## src/rtl/keypad_pkg.sv

```systemverilog
// Shared types and constants for the 4x4 keypad scanner/decoder.
package keypad_pkg;

    typedef enum logic [1:0] {
        IDLE,
        DEBOUNCE,
        PRESSED
    } state_t;

    // Per-scan candidate: bit 4 clear means bits [3:0] hold a key code.
    typedef logic [4:0] cand_t;

    localparam cand_t CAND_NONE  = 5'b1_0000;
    localparam cand_t CAND_MULTI = 5'b1_0001;

    // KEYMAP[col][row], row 0 is the top row of the pad.
    localparam logic [3:0] KEYMAP [4][4] = '{
        '{4'h1, 4'h4, 4'h7, 4'h0},
        '{4'h2, 4'h5, 4'h8, 4'hF},
        '{4'h3, 4'h6, 4'h9, 4'hE},
        '{4'hA, 4'hB, 4'hC, 4'hD}
    };

    function automatic logic cand_is_key(input cand_t c);
        return !c[4];
    endfunction

    // Fold one column sample (pressed bits, active-high) into the running candidate.
    function automatic cand_t cand_merge(input cand_t acc, input logic [3:0] pressed,
                                         input logic [1:0] col_idx);
        int unsigned hits;
        cand_t       hit_key;
        hits    = 0;
        hit_key = CAND_NONE;
        for (int unsigned r = 0; r < 4; r++) begin
            if (pressed[2'(r)]) begin
                hits++;
                hit_key = {1'b0, KEYMAP[col_idx][2'(r)]};
            end
        end
        if (hits == 0)
            return acc;
        if (hits == 1 && acc == CAND_NONE)
            return hit_key;
        return CAND_MULTI;
    endfunction

endpackage

```

## src/rtl/kypd_col_scanner.sv

```systemverilog
// Column walker: holds each column low for SCAN_TICKS cycles and strobes
// the end of every column window and of every full 4-column scan.
module kypd_col_scanner #(
    parameter int unsigned SCAN_TICKS = 16'h4000
) (
    input  logic       clk,
    input  logic       rst,
    output logic [3:0] col,
    output logic [1:0] col_idx,
    output logic       sample,
    output logic       scan_done
);

    localparam int unsigned TW = (SCAN_TICKS > 1) ? $clog2(SCAN_TICKS) : 1;
    localparam logic [TW-1:0] TICK_LAST = TW'(SCAN_TICKS - 1);

    logic [TW-1:0] tick_cnt;

    // Tick counter wraps at the end of each column window and advances the column.
    always_ff @(posedge clk) begin
        if (rst) begin
            tick_cnt <= '0;
            col_idx  <= '0;
        end else if (sample) begin
            tick_cnt <= '0;
            col_idx  <= col_idx + 2'd1;
        end else begin
            tick_cnt <= tick_cnt + TW'(1);
        end
    end

    // Strobes and the one-hot-low column drive.
    always_comb begin
        sample    = (tick_cnt == TICK_LAST);
        scan_done = sample && (col_idx == 2'd3);
        col       = ~(4'b0001 << col_idx);
    end

endmodule

```

## src/rtl/keypad_scan_decoder.sv

```systemverilog
// 4x4 matrix keypad decoder: synchronises the rows, builds one candidate per
// full scan, debounces it over DEBOUNCE_SCANS scans and reports accepted keys.
module keypad_scan_decoder
    import keypad_pkg::*;
#(
    parameter int unsigned SCAN_TICKS     = 16'h4000,
    parameter int unsigned DEBOUNCE_SCANS = 4
) (
    input  logic       clk,
    input  logic       rst,
    input  logic [3:0] row,
    output logic [3:0] col,
    output logic [3:0] key_code,
    output logic       key_valid,
    output logic       key_held
);

    localparam int unsigned SW = $clog2(DEBOUNCE_SCANS + 1);
    localparam logic [SW-1:0] STABLE_MAX = SW'(DEBOUNCE_SCANS);

    logic [3:0]    row_meta, row_sync;
    logic [1:0]    col_idx;
    logic          sample, scan_done;
    cand_t         acc_cand, prev_cand, cand_now;
    logic [SW-1:0] stable_cnt, stable_new;
    state_t        state, state_nxt;
    logic          enter_pressed;

    kypd_col_scanner #(
        .SCAN_TICKS(SCAN_TICKS)
    ) u_scanner (
        .clk      (clk),
        .rst      (rst),
        .col      (col),
        .col_idx  (col_idx),
        .sample   (sample),
        .scan_done(scan_done)
    );

    // Two-flop synchroniser for the asynchronous, pulled-up row lines.
    always_ff @(posedge clk) begin
        if (rst) begin
            row_meta <= '1;
            row_sync <= '1;
        end else begin
            row_meta <= row;
            row_sync <= row_meta;
        end
    end

    // Candidate including the current sample, and the stability count it would produce.
    always_comb begin
        cand_now = cand_merge(acc_cand, ~row_sync, col_idx);
        if (cand_now != prev_cand)
            stable_new = SW'(1);
        else if (stable_cnt >= STABLE_MAX)
            stable_new = stable_cnt;
        else
            stable_new = stable_cnt + SW'(1);
    end

    // Accumulate samples within a scan; commit candidate history at scan end.
    always_ff @(posedge clk) begin
        if (rst) begin
            acc_cand   <= CAND_NONE;
            prev_cand  <= CAND_NONE;
            stable_cnt <= '0;
        end else if (scan_done) begin
            acc_cand   <= CAND_NONE;
            prev_cand  <= cand_now;
            stable_cnt <= stable_new;
        end else if (sample) begin
            acc_cand   <= cand_now;
        end
    end

    // FSM state register.
    always_ff @(posedge clk) begin
        if (rst)
            state <= IDLE;
        else
            state <= state_nxt;
    end

    // Next-state logic, evaluated only on completed scans.
    always_comb begin
        state_nxt     = state;
        enter_pressed = 1'b0;
        if (scan_done) begin
            case (state)
                IDLE: begin
                    if (cand_is_key(cand_now))
                        state_nxt = DEBOUNCE;
                end
                DEBOUNCE: begin
                    if (!cand_is_key(cand_now) || cand_now != prev_cand) begin
                        state_nxt = IDLE;
                    end else if (stable_new >= STABLE_MAX) begin
                        state_nxt     = PRESSED;
                        enter_pressed = 1'b1;
                    end
                end
                PRESSED: begin
                    if (cand_now == CAND_NONE && stable_new >= STABLE_MAX)
                        state_nxt = IDLE;
                end
                default: state_nxt = IDLE;
            endcase
        end
    end

    // Registered outputs: code latch, one-cycle accept pulse, held flag.
    always_ff @(posedge clk) begin
        if (rst) begin
            key_code  <= '0;
            key_valid <= 1'b0;
            key_held  <= 1'b0;
        end else begin
            key_valid <= enter_pressed;
            key_held  <= (state_nxt == PRESSED);
            if (enter_pressed)
                key_code <= cand_now[3:0];
        end
    end

endmodule

```

## config.mk

```make
export PLATFORM = sky130hd
export DESIGN_NAME = keypad_scan_decoder
export DESIGN_NICKNAME = d
export VERILOG_FILES = /design/src/rtl/keypad_pkg.sv /design/src/rtl/kypd_col_scanner.sv /design/src/rtl/keypad_scan_decoder.sv
export SDC_FILE = /design/constraint.sdc
export NUM_CORES = 1
export LEC_CHECK = 0
export CAP_MARGIN = 0
export CORE_UTILIZATION = 50
export DETAILED_ROUTE_END_ITERATION = 10
export GPL_ROUTABILITY_DRIVEN = 0
export HOLD_SLACK_MARGIN = 0.12
export PLACE_DENSITY = 0.78
export RECOVER_POWER = 50
export SLEW_MARGIN = 20
export SYNTH_ARGS = -nofsm -noshare
export SYNTH_HDL_FRONTEND = slang
export SYNTH_SLANG_ARGS = --single-unit
```

## constraint.sdc

```tcl
create_clock -name clk -period 3.1 [get_ports clk]
set_input_delay 0.62 -clock clk [delete_from_list [all_inputs] [get_ports clk]]
set_output_delay 0.62 -clock clk [all_outputs]
set_load 0.1 [all_outputs]
```

# Yosys cells after proc, flatten, opt, wreduce, memory -nomap -nowiden
# Index checks and enable logic that the tools add are counted.
word_totals:
  reg_bits: 45
  elab_cells: 71
  in_bits: 6
op_classes:
  bitwise_logic: 3
  n_eq_ne: 9
  add_sub_neg: 6
  shifts: 1
  magnitude_cmp: 3
  n_mux: 30
  n_reduce_logical: 8
op_table:
  columns: ["op", "n"]
  rows:
  - ["$add A32 B1 Y32 const B", 3]
  - ["$mux W32", 3]
  - ["$mux W5", 8]
  - ["$bmux W16 S2", 1]
  - ["$eq A32 B1 Y1 const B", 1]
  - ["$logic_not A32 Y1", 1]
  - ["$mux W16", 2]
  - ["$add A14 B1 Y14 const B", 1]
  - ["$eq A14 B14 Y1 const B", 1]
  - ["$eq A5 B5 Y1 const B", 2]
  - ["$mux W2", 5]
  - ["$ge A3 B3 Y1 const B", 3]
  - ["$mux W1", 8]
  - ["$not A4 Y4", 2]
  - ["$eq A2 B2 Y1 const B", 3]
  - ["$mux W3", 2]
  - ["$pmux W2 S3", 1]
  - ["$ne A5 B5 Y1", 1]
  - ["$reduce_or A2 Y1", 2]
  - ["$shl A1 B2 Y4 const A", 1]
  - ["$add A3 B1 Y3 const B", 1]
  - ["$logic_and A1 B1 Y1", 3]
  - ["$not A2 Y3", 1]
  - ["$add A2 B1 Y2 const B", 1]
  - ["3 further kinds", 3]

# Longest topological paths before layout
# Gate-level depths: netlist of run 1.
depth:
  depth_word: 22
  depth_mapped: 13
  ltp_nobuf: 11

# By module
# From an unflattened synthesis of run 1, not the netlist that was laid out.
unflattened:
  cells_unflattened: 265
  hier_area_um2: 2419.8
by_module_without_submodules:
  columns: ["module", "cells_per_inst", "area_each_um2", "instances"]
  rows:
  - ["keypad_scan_decoder", 173, 1594.0, 1]
  - ["kypd_col_scanner", 92, 825.8, 1]

# Worst setup path after synthesis of run 1
# No wires, ideal clock.
synth_path:
  path_kind: "register to register"
  start: "register row_sync[1]"
  end: "register key_code[3]"
  period_less_slack_ns: 3.212
  slack_ns: -0.112
  path_stages_with_launch: 14
  setup_ns: 0.070
  arrival_time_ns: 3.141
  t_required_ns: 3.030
  n_path_buf: 2
  cell_sequence: "dfxtp_1 > inv_1 > ha_1 > buf_6 > nor2b_4 > a221o_2 > nand3_2 > a2111o_1 > and3_1 > a2111o_1 > or4b_1 > buf_2 > or2_0 > a21oi_1"
synth_via:
  elab_chain_cells: 19
synth_rtl:
  columns: ["item", "line_no", "text"]
  rows:
  - ["start, declared", "keypad_scan_decoder.sv:21", "logic [3:0] row_meta, row_sync;"]
  - ["start signal, assigned", "keypad_scan_decoder.sv:47", "row_sync <= row_meta;"]
  - ["$not A4 Y4 *", "keypad_scan_decoder.sv:53", "cand_now = cand_merge(acc_cand, ~row_sync, col_idx);"]
  - ["$mux W32", "keypad_pkg.sv:36", "if (pressed[2'(r)]) begin"]
  - ["$add A32 B1 Y32", "keypad_pkg.sv:37", "hits++;"]
  - ["$mux W32", "keypad_pkg.sv:36", null]
  - ["$add A32 B1 Y32", "keypad_pkg.sv:37", null]
  - ["$mux W32", "keypad_pkg.sv:36", null]
  - ["$eq A32 B1 Y1", "keypad_pkg.sv:43", "if (hits == 1 && acc == CAND_NONE)"]
  - ["$logic_and A1 B1 Y1", "keypad_pkg.sv:43", null]
  - ["(+3 left out)", null, null]
  - ["$mux W5 *", "keypad_pkg.sv:43", null]
  - ["$ne A5 B5 Y1", "keypad_scan_decoder.sv:54, keypad_scan_decoder.sv:96", null]
  - ["$mux W3", "keypad_scan_decoder.sv:54", "if (cand_now != prev_cand)"]
  - ["$ge A3 B3 Y1", "keypad_scan_decoder.sv:98", "end else if (stable_new >= STABLE_MAX) begin"]
  - ["$mux W1", "keypad_scan_decoder.sv:98", null]
  - ["$mux W1", "keypad_scan_decoder.sv:96", "if (!cand_is_key(cand_now) || cand_now != prev_cand) begin"]
  - ["$mux W1", "keypad_scan_decoder.sv:90", "case (state)"]
  - ["$mux W1", "keypad_scan_decoder.sv:89", "if (scan_done) begin"]
  - ["end signal, assigned", "keypad_scan_decoder.sv:122", "key_code <= cand_now[3:0];"]
  - ["end, declared", "keypad_scan_decoder.sv:13", "output logic [3:0] key_code,"]
# Every way passes the cells marked *; elsewhere a longest branch is shown, timed or not. The select of a mux whose other input is x is not followed.
# A chain may end at the register's enable or synchronous reset.

# Worst setup path after layout of run 1
layout_path:
  start: "register row_sync[0]"
  end: "register key_code[3]"
layout_via:
  elab_chain_cells: 21
layout_rtl:
  columns: ["item", "line_no"]
  rows:
  - ["$not A4 Y4 *", "keypad_scan_decoder.sv:53"]
  - ["$mux W1", "keypad_pkg.sv:36"]
  - ["$add A32 B1 Y32", "keypad_pkg.sv:37"]
  - ["$mux W32", "keypad_pkg.sv:36"]
  - ["$add A32 B1 Y32", "keypad_pkg.sv:37"]
  - ["$mux W32", "keypad_pkg.sv:36"]
  - ["$add A32 B1 Y32", "keypad_pkg.sv:37"]
  - ["$mux W32", "keypad_pkg.sv:36"]
  - ["(+5 left out)", null]
  - ["$mux W5 *", "keypad_pkg.sv:43"]
  - ["$ne A5 B5 Y1", "keypad_scan_decoder.sv:54, keypad_scan_decoder.sv:96"]
  - ["$mux W3", "keypad_scan_decoder.sv:54"]
  - ["$ge A3 B3 Y1", "keypad_scan_decoder.sv:98"]
  - ["$mux W1", "keypad_scan_decoder.sv:98"]
  - ["$mux W1", "keypad_scan_decoder.sv:96"]
  - ["$mux W1", "keypad_scan_decoder.sv:90"]
  - ["$mux W1", "keypad_scan_decoder.sv:89"]
# Marks and branches as above.

==> results of run 1 <==
-- repair_timing --
| item | CTS | global route |
|---|---|---|
| resized for setup | 3 | 9 |
| hold endpoints to repair | 0 | 0 |
| pin swaps | 2 | 6 |
| setup endpoints to repair | 7 | 8 |
| buffers inserted | 1 | 2 |
-- worst reg2reg max path: cells and delay by family, from the launching register on --
family	cells	cell delay (ns)
AND/OR/NAND/NOR	5	1.21
flip-flops	1	0.34
buffers and inverters	1	0.05
AO/OA/AOI/OAI	4	1.13
adder cells (fa/ha/maj)	1	0.30
-- state kept, by name, indices dropped and copies added (netlist names) --
signal              count
key_valid               1
u_scanner.col_idx       2
u_scanner.tick_cnt     14
stable_cnt              3
acc_cand                5
row_meta                4
prev_cand               5
state                   2
key_code                4
row_sync                4
key_held                1
-- cell families after synthesis --
kind of cell,after synthesis,share of synthesized area
compound gates,51,0.155
xor+xnor,15,0.0569
fa+ha+maj,12,0.0650
buf+inv,32,0.0601
flops,45,0.390
simple gates,121,0.273
-- layout make-up --
type	count	area, um2	area share
Timing Repair Buffer	46	358	0.125
Clock buffer	5	68.8	0.0240
Multi-Input combinational cell	199	1360	0.474
Inverter	18	67.6	0.0235
Tap cell	52	65.1	0.0227
Sequential cell	45	903	0.315
Clock inverter	3	46.3	0.0161
-- routing by layer --
metal,GRT usage,part of all wire
met3,0.0491,0.023
met4,0.0778,0.014
met5,0,0
met2,0.331,0.48
met1,0.266,0.48
-- where the power goes --
part	leakage, nW	internal [W]	switching [W]
Sequential	0.364	0.000586	0.00000834
Clock	0.0543	0.000241	0.000205
Combinational	0.734	0.0000695	0.0000707
Total	1.15	0.000897	0.000284
-- synth_stat cells (all sizes together) (2+ instances only) --
cell type  instances  area (um2)
nand4b             2        17.5
a2111o             2        22.5
nor2b              2        27.5
nor2              38         143
ha                12         150
a32oi              2        17.5
o41ai              2        17.5
buf                5        37.5
nand2b             4        25.0
a21o               2        15.0
xor2               8        70.1
o31ai              3        27.5
a21oi             19        95.1
xnor2              7        61.3
dfxtp             45         901
inv               18        67.6
a22oi              2        15.0
nor3               9        45.0
nand4              6        37.5
nand2             20        75.1
and2               4        25.0
nor3b              2        15.0
and3               5        31.3
a211oi             3        22.5
or2               12        75.1
o21ai              3        15.0
clkbuf             9        33.8
nand3             11        60.1
-- per-stage QoR --
step	instances	setup slack, ns
6_report	368	0.00523
5_1_grt	368	-0.109
4_1_cts	366	0.00682
3_5_place_dp	357	-0.206
3_3_place_gp	357	-0.119
2_1_floorplan	276	0.00683
-- layout by cell type, fill, tap and decap left out, types with 3 or more instances in the layout --
| cell type | count |
|---|---|
| nand2_1 | 20 |
| ha_1 | 11 |
| clkbuf_8 | 5 |
| inv_1 | 16 |
| buf_4 | 41 |
| and3_1 | 5 |
| xnor2_1 | 7 |
| or2_2 | 9 |
| dfxtp_1 | 43 |
| and2_1 | 3 |
| nor2_1 | 37 |
| a211oi_1 | 3 |
| nand3_1 | 10 |
| o21ai_0 | 3 |
| nand4_1 | 6 |
| nor3_1 | 9 |
| or2_0 | 3 |
| clkdlybuf4s50_1 | 5 |
| xor2_1 | 8 |
| a21oi_1 | 19 |
| nand2b_1 | 4 |
-- worst max path at each step --
stage / from / to / slack [ns] / cells after the start
3_3_place_gp: row_sync[0]$_SDFF_PP1_ / key_code[1]$_SDFFE_PP0P_ / -0.12 / 11
3_5_place_dp: row_sync[0]$_SDFF_PP1_ / key_code[3]$_SDFFE_PP0P_ / -0.21 / 12
6_report: row_sync[0]$_SDFF_PP1_ / key_code[3]$_SDFFE_PP0P_ / 0.005 / 11
5_1_grt: row_sync[1]$_SDFF_PP1_ / key_code[3]$_SDFFE_PP0P_ / -0.11 / 11
2_1_floorplan: row_sync[0]$_SDFF_PP1_ / key_code[3]$_SDFFE_PP0P_ / 0.007 / 12
4_1_cts: row_sync[0]$_SDFF_PP1_ / key_code[3]$_SDFFE_PP0P_ / 0.007 / 11
==> impl_metrics.py, run 1 <==
metrics = {
    "run_status": {
        "status": "completed",
    },
    "clocking": {
        "cts_buffers": 5,
        "root_buffer": "clkbuf_8",
        "clk_pin_slew_worst_paths_ns": 0.09,
        "hold_buffers": 0,
        "clk_latency_ns": 0.30,
        "clock_path_buffers": 2,
        "cts_sinks": 45,
        "cts_tree": "yes",
        "h-tree-depth": 2,
    },
    "setup_path": {
        "end_kind": "flop",
        "crit_arrival_ns": 3.33,
        "worstPathMaxFanout": 6,
        "crit_buf_inv": 1,
        "cp_common_cell": "a2111o_1",
        "critPathLaunchType": "flop",
        "rrSetupSlack_ns": 0.005,
        "cp_cell_sequence": "inv_2 > ha_4 > nor2b_4 > a221o_2 > nand3_2 > a2111o_1 > and3_1 > a2111o_1 > or4b_4 > or2_0 > a21oi_1",
        "crit_required_ns": 3.33,
        "crit_path_max_incr_delay_ns": 0.55,
        "critPathTopFamily": "simple AND/OR/NAND/NOR gates",
        "r2r_start": "row_sync[0]$_SDFF_PP1_",
        "critPathKind": "flop to flop",
        "rr_worst_depth": 11,
        "crit_path_top_delay_cell": "or4b_4",
        "r2r-end": "key_code[3]$_SDFFE_PP0P_",
    },
    "sta": {
        "relSlewSlack": 0.685,
        "fin_crit_sh": 0.998,
        "tightest_slew_ns": 0.472,
        "slew_violations": 0,
        "timing.hold.ws_ns": 0.416,
        "max_freq_mhz": 323,
        "rsz0062_at_grt": "true",
        "finalSetupTns_ns": 0,
        "setup_viol": 0,
        "hold_viol": 0,
        "period_needed_ns": 3.09,
        "finClkSkew_ns": 0.00724,
    },
    "synth": {
        "synth_seq_cells": 45,
        "synthesis.nets": 294,
        "syn_inst": 276,
        "ys_types": 52,
        "ys.flop_type": "dfxtp_1",
        "postSynthAreaPerCell_um2": 8.37,
        "synth-seq-area-share": 0.390,
        "synth_edf_count": 0,
        "yosysWarnings": 0,
        "async_reset_ff_frac": 0,
        "netlist_area_um2": 2310,
    },
    "placed_design": {
        "dp_hpwl_um": 3490,
        "port_buffers": 15,
        "place_area_um2": 2670,
    },
    "layout": {
        "n_fill_cell": 356,
        "syn_to_final_growth_pct": 24.2,
        "finalCoreUtilization": 0.655,
        "finalInstanceArea_um2": 2870,
        "drive_gt1_frac": 0.247,
        "final_nets": 333,
        "num_antenna_cells": 0,
    },
    "detailed_routing": {
        "drc": 0,
        "drtIter0Drc": 106,
        "drt-total-wl_um": 4820,
        "dr_total_vias": 1994,
        "wl_per_cell_um": 13.1,
        "postRouteAntennaNets": 0,
        "viasPerCell": 5.42,
        "drt_first_pass_iters": 4,
    },
    "power": {
        "pwr_density_cell_nw_per_um2": 411,
        "p_total_w": 0.00118,
        "ir_drop_mv": 0.346,
        "total_leakage_power_nw": 1.15,
    },
    "floorplan": {
        "pin_count": 16,
        "core_um2": 4380,
        "start_util": 0.527,
        "row_count": 24,
        "die_x_um": 70.0,
        "fp.dieH_um": 70.0,
        "dieArea_um2": 4900,
    },
    "grt": {
        "grt_pass1_wl_um": 8100,
        "grtUsageTotal": 0.205,
        "grt_antenna_before_repair": 0,
        "grt_max_degree": 35,
        "grt_remaining_overflow": 0,
        "grt_pass1_vias": 1852,
    },
    "run": {
        "cap_violations": 0,
    },
    "min_path": {
        "worstHoldStart": "row_meta[1]$_SDFF_PP1_",
        "worstHoldPathType": "flop to flop",
        "holdPathStages": 1,
        "min_to": "row_sync[1]$_SDFF_PP1_",
    },
}
Note: power is estimated with default switching activity, not from simulation.
==> inputs of run 2 (changes only) <==
--- a/config.mk
+++ b/config.mk
@@ -7,6 +7,7 @@
 export LEC_CHECK = 0
 export CAP_MARGIN = 0
 export CORE_UTILIZATION = 50
+export CTS_BUF_LIST = sky130_fd_sc_hd__clkbuf_8
 export DETAILED_ROUTE_END_ITERATION = 10
 export GPL_ROUTABILITY_DRIVEN = 0
 export HOLD_SLACK_MARGIN = 0.12
@@ -15,4 +16,5 @@
 export SLEW_MARGIN = 20
 export SYNTH_ARGS = -nofsm -noshare
 export SYNTH_HDL_FRONTEND = slang
+export SYNTH_HIERARCHICAL = 1
 export SYNTH_SLANG_ARGS = --single-unit
==> run 2 against run 1 <==
Sequential share of layout area is 2.1 points higher. Largest cell class unchanged. Count of clock-buffer cells in the layout unchanged. Highest routed layer unchanged. Fmax rose by 5.4%. Total power shrank 11%. Clock power decreased by 23%. Critical path depth up 1. Critical path type unchanged. Utilization shrank 5.9 points.
==> impl_metrics.py, run 2 <==
metrics = {
    "run_status": {
        "status": "completed",
    },
    "layout": {
        "num_antenna_cells": 0,
        "reg.largest.list": "u_scanner/tick_cnt x14, acc_cand x5, prev_cand x5",
        "finalInstanceArea_um2": 2680,
        "largest_reg_flops": 14,
        "syn_to_final_growth_pct": 10.9,
        "multi_input_area_um2": 1390,
        "ff_latch_area_um2": 901,
        "n_fill_cell": 409,
        "drive_gt1_frac": 0.168,
        "final_common_cell": "dfxtp_1",
        "final_nets": 306,
        "mostFrequentLayoutCells": "45 x dfxtp_1, 31 x nor2_1, 20 x inv_1, 15 x ha_1",
        "largest-register": "u_scanner/tick_cnt",
    },
    "setup_path": {
        "end_kind": "flop",
        "critPathLaunchType": "flop",
        "crit_start": "row_sync[1]$_SDFF_PP1_",
        "r2r_start": "row_sync[1]$_SDFF_PP1_",
        "critPathKind": "flop to flop",
        "endpoint": "key_held$_SDFF_PP0_",
        "rr_worst_depth": 12,
        "crit_arrival_ns": 3.13,
        "crit_required_ns": 3.29,
        "worstPathMaxFanout": 11,
        "rrSetupSlack_ns": 0.16,
        "r2r-end": "key_held$_SDFF_PP0_",
    },
    "floorplan": {
        "row_count": 24,
        "core_um2": 4500,
        "start_util": 0.537,
        "pin_count": 16,
        "die_x_um": 71.6,
        "dieArea_um2": 5120,
        "fp.dieH_um": 71.6,
    },
    "grt": {
        "grt_remaining_overflow": 0,
        "grt_max_degree": 30,
        "grtUsageTotal": 0.186,
        "grt_pass1_vias": 1730,
        "grt_pass1_wl_um": 7560,
        "grt_antenna_before_repair": 0,
    },
    "detailed_routing": {
        "drc": 0,
        "drt_first_pass_iters": 4,
        "drt-total-wl_um": 4340,
        "dr_total_vias": 1844,
        "wl_per_cell_um": 12.9,
        "postRouteAntennaNets": 0,
        "drtIter0Drc": 116,
        "viasPerCell": 5.47,
    },
    "min_path": {
        "holdPathStages": 1,
        "worstHoldPathType": "flop to flop",
    },
    "synth": {
        "yosysWarnings": 6,
        "synth-seq-area-share": 0.372,
        "synth_seq_cells": 45,
        "ys.flop_type": "dfxtp_1",
        "syn_inst": 265,
        "ys_top_cells_by_area": "dfxtp_1 37%, ha_1 8.3%, nor2_1 4.8%, mux2i_1 3.3%, xor2_1 3.3%",
        "postSynthAreaPerCell_um2": 9.13,
        "ys_types": 56,
        "netlist_area_um2": 2420,
        "synth_top_area_share": 0.372,
        "synth_top_area_cell": "dfxtp_1",
        "synthesis.nets": 287,
        "synth_edf_count": 0,
        "yosysMostFrequentCell": "dfxtp_1",
        "synth_common_cells": "45 x dfxtp_1, 31 x nor2_1, 19 x inv_1, 16 x ha_1, 13 x nand2_1",
        "async_reset_ff_frac": 0,
    },
    "sta": {
        "hold_viol": 0,
        "worst_slack_ns": 0.163,
        "period_needed_ns": 2.94,
        "tightest_slew_ns": 1.17,
        "rsz0062_at_grt": "false",
        "slew_violations": 0,
        "finClkSkew_ns": 0.00734,
        "timing.hold.ws_ns": 0.414,
        "max_freq_mhz": 341,
        "fin_crit_sh": 0.947,
        "setup_viol": 0,
        "finalSetupTns_ns": 0,
        "relSlewSlack": 0.223,
    },
    "clocking": {
        "cts_buffers": 5,
        "cts_tree": "yes",
        "cts_sinks": 45,
        "root_buffer": "clkbuf_8",
        "h-tree-depth": 2,
        "clk_pin_slew_worst_paths_ns": 0.08,
        "clock_path_buffers": 2,
        "clk_latency_ns": 0.29,
    },
    "placed_design": {
        "place_area_um2": 2600,
        "port_buffers": 15,
        "dp_hpwl_um": 3130,
        "post-place-ws_ns": 0.110,
    },
    "run": {
        "cap_violations": 0,
    },
    "power": {
        "ir_drop_mv": 0.324,
        "pwr_density_cell_nw_per_um2": 392,
        "total_leakage_power_nw": 1.11,
    },
}
[run 2: cell types whose count changed in the layout (fill, tap and decap cells not counted), moves of 6 or more]
cell,change
a21oi_1,-8
clkbuf_1,+6
nand2_1,-7
nor2_1,-6
buf_4,-28
mux2i_1,+8
[run 2: timing repair]
item                       in CTS  in global routing
setup endpoints to repair       0                  9
hold endpoints to repair        0                  0
hold buffers                    0                  0
gates resized for setup         0                  4
setup buffers                   0                  2
[run 2: area by class of cell]
class                   count  area share
well taps                  52      0.0243
clock buffers               5      0.0257
multi-input cells         189       0.519
flip-flops and latches     45       0.336
repair buffers             24      0.0634
inverters                  19      0.0266
clock inverters             3     0.00513
[run 2: logic make-up after synthesis]
logic type,share of synthesized area
AOI/OAI and AO/OA,0.129
xor gates and xnor gates,0.0579
adders and majority gates,0.0827
buffers and inverters,0.0564
DFF,0.372
muxes,0.0377
and+or+nand+nor,0.264
[run 2: report_power, final]
part / internal [W] / switching [W] / total [W]
sequential: 0.000586 / 0.00000820 / 0.000594
combinational: 0.0000501 / 0.0000649 / 0.000115
clock: 0.000153 / 0.000190 / 0.000343
[run 2: through the flow]
step           utilization  total power, W  std cells
2_1_floorplan            -        0.000687        265
3_3_place_gp         0.577        0.000711        327
3_5_place_dp         0.577        0.000714        327
4_1_cts              0.595         0.00106        335
5_1_grt              0.596         0.00110        337
6_report             0.596         0.00105        337
[run 2: worst min-delay path by stage]
stage / end / from / slack (ns)
global placement: row_sync[2]$_SDFF_PP1_ / row_meta[2]$_SDFF_PP1_ / 0.40
finish: row_sync[3]$_SDFF_PP1_ / row_meta[3]$_SDFF_PP1_ / 0.41
global route: row_sync[2]$_SDFF_PP1_ / row_meta[2]$_SDFF_PP1_ / 0.44
CTS: row_sync[3]$_SDFF_PP1_ / row_meta[3]$_SDFF_PP1_ / 0.42
detailed placement: row_sync[1]$_SDFF_PP1_ / row_meta[1]$_SDFF_PP1_ / 0.40
floorplan: row_sync[0]$_SDFF_PP1_ / row_meta[0]$_SDFF_PP1_ / 0.39
[run 2: layer usage]
metal / global-route usage / vias to the layer above / wire (um)
li1: - / 952 / -
met1: 0.227 / 866 / 2070
met2: 0.325 / 21 / 2110
met3: 0.0380 / 5 / 101
met4: 0.0654 / 0 / 61
met5: 0 / - / 0
[run 2: critical path, cell delays in order (launching register included)]
cell and delay (ns):
dfxtp_1 0.32, inv_1 0.09, ha_2 0.34, or4_1 0.50
o211ai_2 0.16, nor4_4 0.09, buf_4 0.15, a22o_2 0.26
xor2_1 0.18, nor3_4 0.27, nand4_1 0.13, and3_1 0.20
and2_1 0.15
==> inputs of run 3 (changes only) <==
--- a/config.mk
+++ b/config.mk
@@ -6,12 +6,12 @@
 export NUM_CORES = 1
 export LEC_CHECK = 0
 export CAP_MARGIN = 0
-export CORE_UTILIZATION = 50
+export CORE_UTILIZATION = 45
 export CTS_BUF_LIST = sky130_fd_sc_hd__clkbuf_8
 export DETAILED_ROUTE_END_ITERATION = 10
 export GPL_ROUTABILITY_DRIVEN = 0
 export HOLD_SLACK_MARGIN = 0.12
-export PLACE_DENSITY = 0.78
+export PLACE_DENSITY = 0.72
 export RECOVER_POWER = 50
 export SLEW_MARGIN = 20
 export SYNTH_ARGS = -nofsm -noshare
==> run 3 against run 2 <==
Die area rose by 11%. Routed wire length increased by 1.9%. Worst hold slack worse by 0.0024 ns. Sequential power hardly changed. Largest power group unchanged. Cell area increased by 2.0%. Via count is 0.65% lower. Clock skew rose by 0.0036 ns. Critical path type unchanged. Sequential cell count unchanged. Non-clock buffer count increased by 3. Utilization fell by 6.3 points.
==> impl_metrics.py, run 3 (synthesized netlist as in run 2, its figures left out) <==
metrics = {
    "clocking": {
        "h-tree-depth": 2,
        "cts_tree": "yes",
        "cts_sinks": 45,
        "root_buffer": "clkbuf_8",
        "clk_pin_slew_worst_paths_ns": 0.08,
        "clock_path_buffers": 2,
        "clk_latency_ns": 0.30,
        "cts_buffers": 5,
    },
    "layout": {
        "n_fill_cell": 506,
        "largest-register": "u_scanner/tick_cnt",
        "final_common_cell": "dfxtp_1",
        "final_nets": 309,
        "drive_gt1_frac": 0.185,
        "syn_to_final_growth_pct": 13.0,
        "num_antenna_cells": 0,
        "largest_reg_flops": 14,
        "multi_input_area_um2": 1390,
        "reg.largest.list": "u_scanner/tick_cnt x14, acc_cand x5, prev_cand x5",
        "mostFrequentLayoutCells": "45 x dfxtp_1, 31 x nor2_1, 19 x inv_1, 16 x buf_4, 15 x ha_1",
        "finalInstanceArea_um2": 2740,
        "ff_latch_area_um2": 901,
    },
    "power": {
        "seq_power_share": 0.549,
        "intPower_w": 0.000817,
        "p_clk_frac": 0.337,
        "combPwrFrac": 0.114,
        "p_sw_frac": 0.244,
        "pwr_density_cell_nw_per_um2": 395,
        "power_switching_w": 0.000263,
        "total_leakage_power_nw": 1.11,
        "ir_drop_mv": 0.249,
    },
    "placed_design": {
        "dp_hpwl_um": 3180,
        "port_buffers": 15,
        "place_area_um2": 2640,
    },
    "sta": {
        "rsz0062_at_grt": "false",
        "relSlewSlack": 0.227,
        "max_freq_mhz": 339,
        "setup_viol": 0,
        "slew_violations": 0,
        "hold_viol": 0,
        "tightest_slew_ns": 1.16,
        "fin_crit_sh": 0.950,
        "finClkSkew_ns": 0.0110,
        "finalSetupTns_ns": 0,
        "period_needed_ns": 2.95,
    },
    "run_status": {
        "status": "completed",
    },
    "setup_path": {
        "critPathLaunchType": "flop",
        "critPathKind": "flop to flop",
        "rr_worst_depth": 13,
        "r2r-end": "key_held$_SDFF_PP0_",
        "crit_required_ns": 3.30,
        "worstPathMaxFanout": 8,
        "end_kind": "flop",
        "crit_arrival_ns": 3.15,
        "crit_start": "row_sync[0]$_SDFF_PP1_",
        "endpoint": "key_held$_SDFF_PP0_",
        "rrSetupSlack_ns": 0.15,
        "r2r_start": "row_sync[0]$_SDFF_PP1_",
    },
    "floorplan": {
        "core_um2": 5140,
        "fp.dieH_um": 75.3,
        "pin_count": 16,
        "dieArea_um2": 5670,
        "start_util": 0.471,
        "row_count": 26,
        "die_x_um": 75.3,
    },
    "detailed_routing": {
        "drt_first_pass_iters": 4,
        "drt-total-wl_um": 4420,
        "dr_total_vias": 1832,
        "wl_per_cell_um": 12.4,
        "drtIter0Drc": 120,
        "postRouteAntennaNets": 0,
        "drc": 0,
        "viasPerCell": 5.13,
    },
    "min_path": {
        "holdPathStages": 1,
        "worstHoldPathType": "flop to flop",
    },
    "grt": {
        "grt_util_met3": 0.0357,
        "grtUsageTotal": 0.169,
        "grt_pass1_wl_um": 7430,
        "grt_remaining_overflow": 0,
        "grtUsageMet1": 0.235,
        "grt_max_degree": 32,
        "gr-usage-met2": 0.264,
        "grt_pass1_vias": 1658,
        "grt-busiest-layer": "met2",
        "grt_antenna_before_repair": 0,
    },
    "run": {
        "cap_violations": 0,
    },
}
-- run 3: how the worst min path moves through the flow --
stage / startpoint / to / slack [ns]
after floorplan: row_meta[0]$_SDFF_PP1_ / row_sync[0]$_SDFF_PP1_ / 0.39
after global placement: row_meta[2]$_SDFF_PP1_ / row_sync[2]$_SDFF_PP1_ / 0.39
after detailed placement: row_meta[2]$_SDFF_PP1_ / row_sync[2]$_SDFF_PP1_ / 0.40
after CTS: row_meta[2]$_SDFF_PP1_ / row_sync[2]$_SDFF_PP1_ / 0.42
after global routing: row_meta[3]$_SDFF_PP1_ / row_sync[3]$_SDFF_PP1_ / 0.44
final: row_meta[2]$_SDFF_PP1_ / row_sync[2]$_SDFF_PP1_ / 0.41
-- run 3: critical path: stages, from the launching register on --
cell and delay (ns):
dfxtp_1 0.35, inv_1 0.07, ha_2 0.40, and3b_1 0.19
a311oi_1 0.28, buf_4 0.17, nor4_4 0.04, buf_4 0.16
a22o_2 0.28, and3b_1 0.18, nor3b_2 0.17, a31o_1 0.22
and3_1 0.18, and2_1 0.15
-- run 3: power by group through the flow --
stage          sequential, W  combinational, W  clock [W]
6_report            0.000593          0.000123   0.000365
2_1_floorplan       0.000604         0.0000828          0
4_1_cts             0.000593          0.000109   0.000380
5_1_grt             0.000595          0.000134   0.000401
3_5_place_dp        0.000607          0.000109          0
3_3_place_gp        0.000606          0.000108          0
-- run 3: metal layers --
layer,vias up,routed length [um]
met5,-,0
met4,0,78
met3,8,102
met2,14,2080
met1,844,2160
li1,966,-
-- run 3: area by class of cell --
| cell class | instances | share of cell area |
|---|---|---|
| sequential | 45 | 0.329 |
| inverter | 19 | 0.0261 |
| tap | 70 | 0.0320 |
| timing repair buffer | 27 | 0.0704 |
| clock inverter | 1 | 0.00274 |
| multi-input combinational | 189 | 0.509 |
| clock buffer | 6 | 0.0302 |
-- run 3: metrics by stage --
stage                      util  power, W  cells  hold WS (ns)  worst slack, ns
after floorplan               -  0.000687    265         0.389            0.300
after global placement    0.513  0.000715    347         0.392            0.196
after detailed placement  0.513  0.000716    347         0.399           0.0942
after CTS                 0.530   0.00108    354         0.415           0.0688
after global routing      0.532   0.00113    357         0.438          0.00909
final                     0.532   0.00108    357         0.412            0.154
-- run 3: timing repair --
action / 4_1_cts / 5_1_grt
setup buffers: 0 / 3
resized for setup: 0 / 5
endpoints found under the setup margin: 0 / 8
hold buffers: 0 / 0
